File: config.mk
export PLATFORM = sky130hd
export DESIGN_NAME = ps2_kbd_rx_flat
export DESIGN_NICKNAME = d
export VERILOG_FILES = /design/src/rtl/ps2_kbd_rx_if.sv /design/src/rtl/ps2_kbd_rx.sv /design/src/flat_wrapper.sv
export SDC_FILE = /design/constraint.sdc
export NUM_CORES = 1
export LEC_CHECK = 0
export ABC_CLOCK_PERIOD_IN_PS = 3300
export CAP_MARGIN = 0
export CORE_MARGIN = 1
export CORE_UTILIZATION = 47
export DETAILED_ROUTE_END_ITERATION = 12
export HOLD_SLACK_MARGIN = 0.06
export PLACE_DENSITY = 0.68
export SYNTH_ARGS = -nofsm -noshare
export SYNTH_HDL_FRONTEND = slang
export SYNTH_SLANG_ARGS = --single-unit
File: constraint.sdc
create_clock -name clk -period 3.3 [get_ports clk]
set_input_delay 0.66 -clock clk [delete_from_list [all_inputs] [get_ports clk]]
set_output_delay 0.66 -clock clk [all_outputs]
set_load 0.05 [all_outputs]
File: src/rtl/ps2_kbd_rx_if.sv
// Consumer-side bundle of the PS/2 keyboard receiver: FIFO read port plus key status.
interface ps2_kbd_rx_if;
    logic       rd_en;
    logic [7:0] rd_data;
    logic       rd_valid;
    logic       overflow;
    logic       frame_err;
    logic [7:0] cur_code;
    logic       key_down;
    logic [7:0] key_cnt;

    // Receiver side: produces codes and status, accepts pops.
    modport master (
        input  rd_en,
        output rd_data,
        output rd_valid,
        output overflow,
        output frame_err,
        output cur_code,
        output key_down,
        output key_cnt
    );

    // Consumer side (display stage).
    modport slave (
        output rd_en,
        input  rd_data,
        input  rd_valid,
        input  overflow,
        input  frame_err,
        input  cur_code,
        input  key_down,
        input  key_cnt
    );
endinterface

File: src/rtl/ps2_kbd_rx.sv
// PS/2 keyboard receiver: synchronizes the keyboard lines, deframes 11-bit frames,
// buffers good scan codes in a FIFO and tracks make/break key state.
module ps2_kbd_rx #(
    parameter int unsigned DEPTH   = 8,
    parameter int unsigned TIMEOUT = 2000
) (
    input  logic          clk,
    input  logic          rst,
    input  logic          ps2_clk,
    input  logic          ps2_data,
    ps2_kbd_rx_if.master  bus
);

    localparam int unsigned AW = $clog2(DEPTH);
    localparam int unsigned CW = AW + 1;
    localparam int unsigned TW = $clog2(TIMEOUT + 1);

    // Synchronizers; index 2 / 1 is the oldest tap.
    logic [2:0]    clk_sync_q, clk_sync_d;
    logic [1:0]    dat_sync_q, dat_sync_d;

    // Deframer state
    logic [3:0]    bit_cnt_q, bit_cnt_d;
    logic [9:0]    shift_q, shift_d;
    logic [TW-1:0] tmo_q, tmo_d;

    // FIFO state
    logic [7:0]    mem_q [DEPTH];
    logic [7:0]    mem_d [DEPTH];
    logic [AW-1:0] rd_ptr_q, rd_ptr_d;
    logic [AW-1:0] wr_ptr_q, wr_ptr_d;
    logic [CW-1:0] count_q, count_d;
    logic          overflow_q, overflow_d;

    // Status state
    logic          frame_err_q, frame_err_d;
    logic [7:0]    cur_code_q, cur_code_d;
    logic          key_down_q, key_down_d;
    logic [7:0]    key_cnt_q, key_cnt_d;
    logic          brk_q, brk_d;

    logic          fall;
    logic          bit_in;
    logic          frame_done;
    logic          frame_good;
    logic [7:0]    frame_byte;
    logic          tmo_hit;
    logic          full;
    logic          pop;
    logic          push_ok;

    // Edge detect and frame check; the stop bit is the live sample, bits 0..9 sit in shift_q.
    always_comb begin
        clk_sync_d = {clk_sync_q[1:0], ps2_clk};
        dat_sync_d = {dat_sync_q[0], ps2_data};
        fall       = clk_sync_q[2] & ~clk_sync_q[1];
        bit_in     = dat_sync_q[1];
        frame_done = fall && (bit_cnt_q == 4'd10);
        frame_byte = shift_q[8:1];
        frame_good = frame_done && !shift_q[0] && (^shift_q[9:1]) && bit_in;
        tmo_hit    = (bit_cnt_q != 4'd0) && (tmo_q == TW'(TIMEOUT - 1));
    end

    // Bit counter, shift register and inter-edge timeout.
    always_comb begin
        bit_cnt_d = bit_cnt_q;
        shift_d   = shift_q;
        tmo_d     = tmo_q;
        if (fall) begin
            bit_cnt_d = frame_done ? 4'd0 : bit_cnt_q + 4'd1;
            if (!frame_done) begin
                shift_d = {bit_in, shift_q[9:1]};
            end
        end else if (tmo_hit) begin
            // Stalled partial frame: drop it quietly.
            bit_cnt_d = 4'd0;
        end
        if (bit_cnt_q == 4'd0 || fall || tmo_hit) begin
            tmo_d = '0;
        end else begin
            tmo_d = tmo_q + TW'(1);
        end
        frame_err_d = frame_done && !frame_good;
    end

    // FIFO: a pop frees a slot for a same-cycle push when full.
    always_comb begin
        full       = (count_q == CW'(DEPTH));
        pop        = bus.rd_en && (count_q != '0);
        push_ok    = frame_good && (!full || pop);
        mem_d      = mem_q;
        rd_ptr_d   = rd_ptr_q;
        wr_ptr_d   = wr_ptr_q;
        count_d    = count_q;
        overflow_d = overflow_q | (frame_good && full && !pop);
        if (push_ok) begin
            mem_d[wr_ptr_q] = frame_byte;
            wr_ptr_d        = wr_ptr_q + AW'(1);
        end
        if (pop) begin
            rd_ptr_d = rd_ptr_q + AW'(1);
        end
        if (push_ok && !pop) begin
            count_d = count_q + CW'(1);
        end else if (!push_ok && pop) begin
            count_d = count_q - CW'(1);
        end
    end

    // Make/break tracking; E0 prefixes are transparent, F0 arms a release.
    always_comb begin
        cur_code_d = cur_code_q;
        key_down_d = key_down_q;
        key_cnt_d  = key_cnt_q;
        brk_d      = brk_q;
        if (frame_good && frame_byte != 8'hE0) begin
            if (frame_byte == 8'hF0) begin
                brk_d = 1'b1;
            end else if (brk_q) begin
                brk_d = 1'b0;
                if (frame_byte == cur_code_q) begin
                    key_down_d = 1'b0;
                end
            end else if (!key_down_q || frame_byte != cur_code_q) begin
                cur_code_d = frame_byte;
                key_down_d = 1'b1;
                key_cnt_d  = key_cnt_q + 8'd1;
            end
        end
    end

    // State registers with synchronous reset.
    always_ff @(posedge clk) begin
        if (rst) begin
            clk_sync_q  <= '0;
            dat_sync_q  <= '0;
            bit_cnt_q   <= '0;
            shift_q     <= '0;
            tmo_q       <= '0;
            for (int unsigned i = 0; i < DEPTH; i++) begin
                mem_q[i] <= '0;
            end
            rd_ptr_q    <= '0;
            wr_ptr_q    <= '0;
            count_q     <= '0;
            overflow_q  <= 1'b0;
            frame_err_q <= 1'b0;
            cur_code_q  <= '0;
            key_down_q  <= 1'b0;
            key_cnt_q   <= '0;
            brk_q       <= 1'b0;
        end else begin
            clk_sync_q  <= clk_sync_d;
            dat_sync_q  <= dat_sync_d;
            bit_cnt_q   <= bit_cnt_d;
            shift_q     <= shift_d;
            tmo_q       <= tmo_d;
            mem_q       <= mem_d;
            rd_ptr_q    <= rd_ptr_d;
            wr_ptr_q    <= wr_ptr_d;
            count_q     <= count_d;
            overflow_q  <= overflow_d;
            frame_err_q <= frame_err_d;
            cur_code_q  <= cur_code_d;
            key_down_q  <= key_down_d;
            key_cnt_q   <= key_cnt_d;
            brk_q       <= brk_d;
        end
    end

    assign bus.rd_data   = mem_q[rd_ptr_q];
    assign bus.rd_valid  = (count_q != '0);
    assign bus.overflow  = overflow_q;
    assign bus.frame_err = frame_err_q;
    assign bus.cur_code  = cur_code_q;
    assign bus.key_down  = key_down_q;
    assign bus.key_cnt   = key_cnt_q;

endmodule

File: src/flat_wrapper.sv
// flat-port wrapper written by rule: the top's interface ports become plain ports
module ps2_kbd_rx_flat 
#(
    parameter int unsigned DEPTH   = 8,
    parameter int unsigned TIMEOUT = 2000
)
  (clk, rst, ps2_clk, ps2_data, bus_rd_en, bus_rd_data, bus_rd_valid, bus_overflow, bus_frame_err, bus_cur_code, bus_key_down, bus_key_cnt);
  ps2_kbd_rx_if bus_i ();
  input  logic clk;
  input  logic rst;
  input  logic ps2_clk;
  input  logic ps2_data;
  input wire logic [$bits(bus_i.rd_en)-1:0] bus_rd_en;
  output wire logic [$bits(bus_i.rd_data)-1:0] bus_rd_data;
  output wire logic [$bits(bus_i.rd_valid)-1:0] bus_rd_valid;
  output wire logic [$bits(bus_i.overflow)-1:0] bus_overflow;
  output wire logic [$bits(bus_i.frame_err)-1:0] bus_frame_err;
  output wire logic [$bits(bus_i.cur_code)-1:0] bus_cur_code;
  output wire logic [$bits(bus_i.key_down)-1:0] bus_key_down;
  output wire logic [$bits(bus_i.key_cnt)-1:0] bus_key_cnt;
  assign bus_i.rd_en = bus_rd_en;
  assign bus_rd_data = bus_i.rd_data;
  assign bus_rd_valid = bus_i.rd_valid;
  assign bus_overflow = bus_i.overflow;
  assign bus_frame_err = bus_i.frame_err;
  assign bus_cur_code = bus_i.cur_code;
  assign bus_key_down = bus_i.key_down;
  assign bus_key_cnt = bus_i.key_cnt;
  ps2_kbd_rx #(.DEPTH(DEPTH), .TIMEOUT(TIMEOUT)) u_core (.clk(clk), .rst(rst), .ps2_clk(ps2_clk), .ps2_data(ps2_data), .bus(bus_i));
endmodule
==> flow_summary_export.csv <==
group,metric,value,unit
final_layout,mostFrequentLayoutCells,"dfxtp_1 (124), nor2_1 (95), mux2i_1 (67)",
final_layout,n_antenna_cell,0,
clock_network,clock_path_buffers,2,
logic_synthesis,ys_async_sr_fraction,0,%
clock_network,htree_levels,4,
clock_network,cts_resized,0,
pwr,p_leak,2.78,nW
clock_network,clkLatencyLatePin,420,ps
timing,setup_tns,0,ps
clock_network,clk_pin_slew,60,ps
timing,worst_pin_slew,769,ps
global_route,grtUsageTotal,20.9,%
worst_setup_path,path_buf_inv,3,
timing,post-route-min-period,3100,ps
clock_network,cts_num_sinks,124,
final_layout,drive_gt1_share,17.5,%
logic_synthesis,avgSynthCellArea,9.84,sq um
floorplan,die_y,112,um
timing,finalSetupViolCount,0,
global_route,antenna_found_initial,0,
worst_setup_path,path_cells,"inv_1, ha_1, xnor3_2, xnor2_4, nand3_2, inv_1, ha_1, inv_1, ha_1, a21o_1, a21oi_1, xnor2_1, or3_1, a21oi_1",
logic_synthesis,syn_area,5660,sq um
timing,rsz0062_at_grt,"no",
timing,post-route-period-util,93.9,%
logic_synthesis,synth_ff_type,"dfxtp_1",
logic_synthesis,synth_warnings,0,
detailed_routing,vias,4338,
timing,max_freq,323,MHz
final_layout,layout_commonest_cell,"dfxtp_1",
pwr,power_density,577,nW/um^2
global_route,grt-ovfl-total,0,
detailed_routing,viasPerCell,5.62,
global_route,grt_pass1_vias,4212,
placed_design,gp_congestion,0.825,
detailed_routing,drt-initial-drc-count,302,
worst_hold_path,min_path_type,"flop to flop",
worst_setup_path,worst-path-max-fanout,3,
detailed_routing,drc,4,
worst_setup_path,reg2reg_slack,200,ps
logic_synthesis,synth_sequential_area_ratio,43.9,%
final_layout,area_growth_syn_to_layout,21.4,%
clock_network,cts_tree,"built",
global_route,grt_max_degree,69,
detailed_routing,wl_per_cell,15.8,um
timing,hold_viol,0,
floorplan,die_w,112,um
worst_setup_path,path_class,"flop to flop",
floorplan,rows,39,
worst_setup_path,cpPeakStageDelay,460,ps
timing,hold-worst-slack,434,ps
floorplan,start_util,48.9,%
timing,slew_headroom,48.7,%
pwr,peakVddDrop,471,uV
final_layout,num-nets-final,638,
final_layout,fin_util,59.4,%
clock_network,hold_buffers,0,
placed_design,dp_hpwl,8020,um
timing,skew,8.99,ps
worst_setup_path,critPathLaunchType,"flop",
floorplan,die-area,12500,sq um
logic_synthesis,synth-edff-count,0,
worst_setup_path,cp.required,3640,ps
worst_setup_path,slowest_stage,"xnor3_2",
logic_synthesis,syn-instance-count,575,
timing,timing.final.max_slew_violations,0,
worst_setup_path,cp_top_family,"adder cells",
detailed_routing,wl,12200,um
worst_setup_path,arrival,3440,ps
outcome,status,"finished, violations left",
logic_synthesis,syn_nets,596,
clock_network,clockRootBuffer,"clkbuf_16",
outcome,violations,"design-rule violations",
detailed_routing,dr.pass1.iters,9,
logic_synthesis,synth_seq_cells,124,
flow_run,cap_violations,0,
clock_network,postCtsSetupBuffers,0,
placed_design,numPortBuffers,32,
clock_network,numCtsBuffers,17,
worst_setup_path,cp-end-kind,"flop",
detailed_routing,postRouteAntennaNets,0,
global_route,grt_pass1_wl,20400,um
floorplan,io_pins,33,
floorplan,core_area,11600,sq um
logic_synthesis,synth.distinct_cells,43,
## per-stage QoR
| stage | worst slack, ps | power (mW) | instance area, sq um | cells |
|---|---|---|---|---|
| floorplan | 58.8 | 1.97 | 5690 | 575 |
| global placement | 108 | 2.10 | 6260 | 741 |
| detailed placement | -15.9 | 2.11 | 6260 | 741 |
| CTS | 180 | 4.00 | 6860 | 772 |
| global route | 29.8 | 4.13 | 6860 | 772 |
| finish | 201 | 3.96 | 6860 | 772 |
## layout make-up
| cell class | count | area [sq um] |
|---|---|---|
| fillers | 974 | 4700 |
| multi-input cells | 398 | 3020 |
| flip-flops and latches | 124 | 2480 |
| repair buffers | 63 | 531 |
| clock buffers | 18 | 439 |
| well taps | 143 | 179 |
| clock inverters | 13 | 165 |
| inverters | 13 | 48.8 |
## final timing paths
check | from | to | cells past startpoint
max | u_core.shift_q[1] | u_core.count_q[3] | 14
min | u_core.tmo_q[0] | u_core.tmo_q[0] | 1
max reg2reg | u_core.shift_q[1] | u_core.count_q[3] | 14
min reg2reg | u_core.tmo_q[0] | u_core.tmo_q[0] | 1
## synthesized netlist by cell type, drive strengths merged (3+ instances only)
master,instances,area share (%)
mux4,16,6.4
dfxtp,124,44
and3,8,0.88
a2111oi,4,0.62
nor3,6,0.53
xnor2,14,2.2
mux2i,67,12
nor2b,8,0.88
clkbuf,32,2.1
o31ai,16,2.1
nor2,95,6.3
ha,15,3.3
a21oi,35,3.1
inv,13,0.86
nor4b,4,0.62
nand3,5,0.44
o21ai,5,0.44
or4,7,0.93
nand2,30,2.0
nand2b,3,0.33
mux2,8,1.6
nand4,19,2.5
buf,8,0.75
a21o,3,0.40
xor2,13,2.1
## metal layers
| metal | share of wire, % | GRT usage [%] | vias up |
|---|---|---|---|
| li1 | - | - | 2120 |
| met1 | 46 | 25.7 | 2110 |
| met2 | 49 | 35.2 | 96 |
| met3 | 4.0 | 4.74 | 12 |
| met4 | 1.4 | 9.10 | 0 |
| met5 | 0 | 0 | - |
## cell families after synthesis
logic type / count (synthesis) / synth area share [%]
AOI/OAI and AO/OA: 67 / 7.19
xor gates and xnor gates: 28 / 4.71
adders and majority gates: 16 / 3.67
buffers and inverters: 53 / 3.74
DFF: 124 / 43.9
muxes: 91 / 19.8
and+or+nand+nor: 196 / 17.0
## report_power, final
part / internal [mW] / switching, mW / total (mW)
Combinational: 0.215 / 0.295 / 0.510
Sequential: 1.53 / 0.0320 / 1.56
Clock: 1.21 / 0.681 / 1.89
## flip-flops by register name, indices dropped and copies added (netlist names)
name / cells
u_core.bus.frame_err: 1
u_core.rd_ptr_q: 3
u_core.bit_cnt_q: 4
u_core.mem_q: 64
u_core.bus.cur_code: 8
u_core.bus.overflow: 1
u_core.clk_sync_q: 3
u_core.bus.key_cnt: 8
u_core.count_q: 4
u_core.shift_q: 10
u_core.bus.key_down: 1
u_core.dat_sync_q: 2
u_core.wr_ptr_q: 3
u_core.brk_q: 1
u_core.tmo_q: 11
No activity file was read; power rests on OpenSTA's default activity.
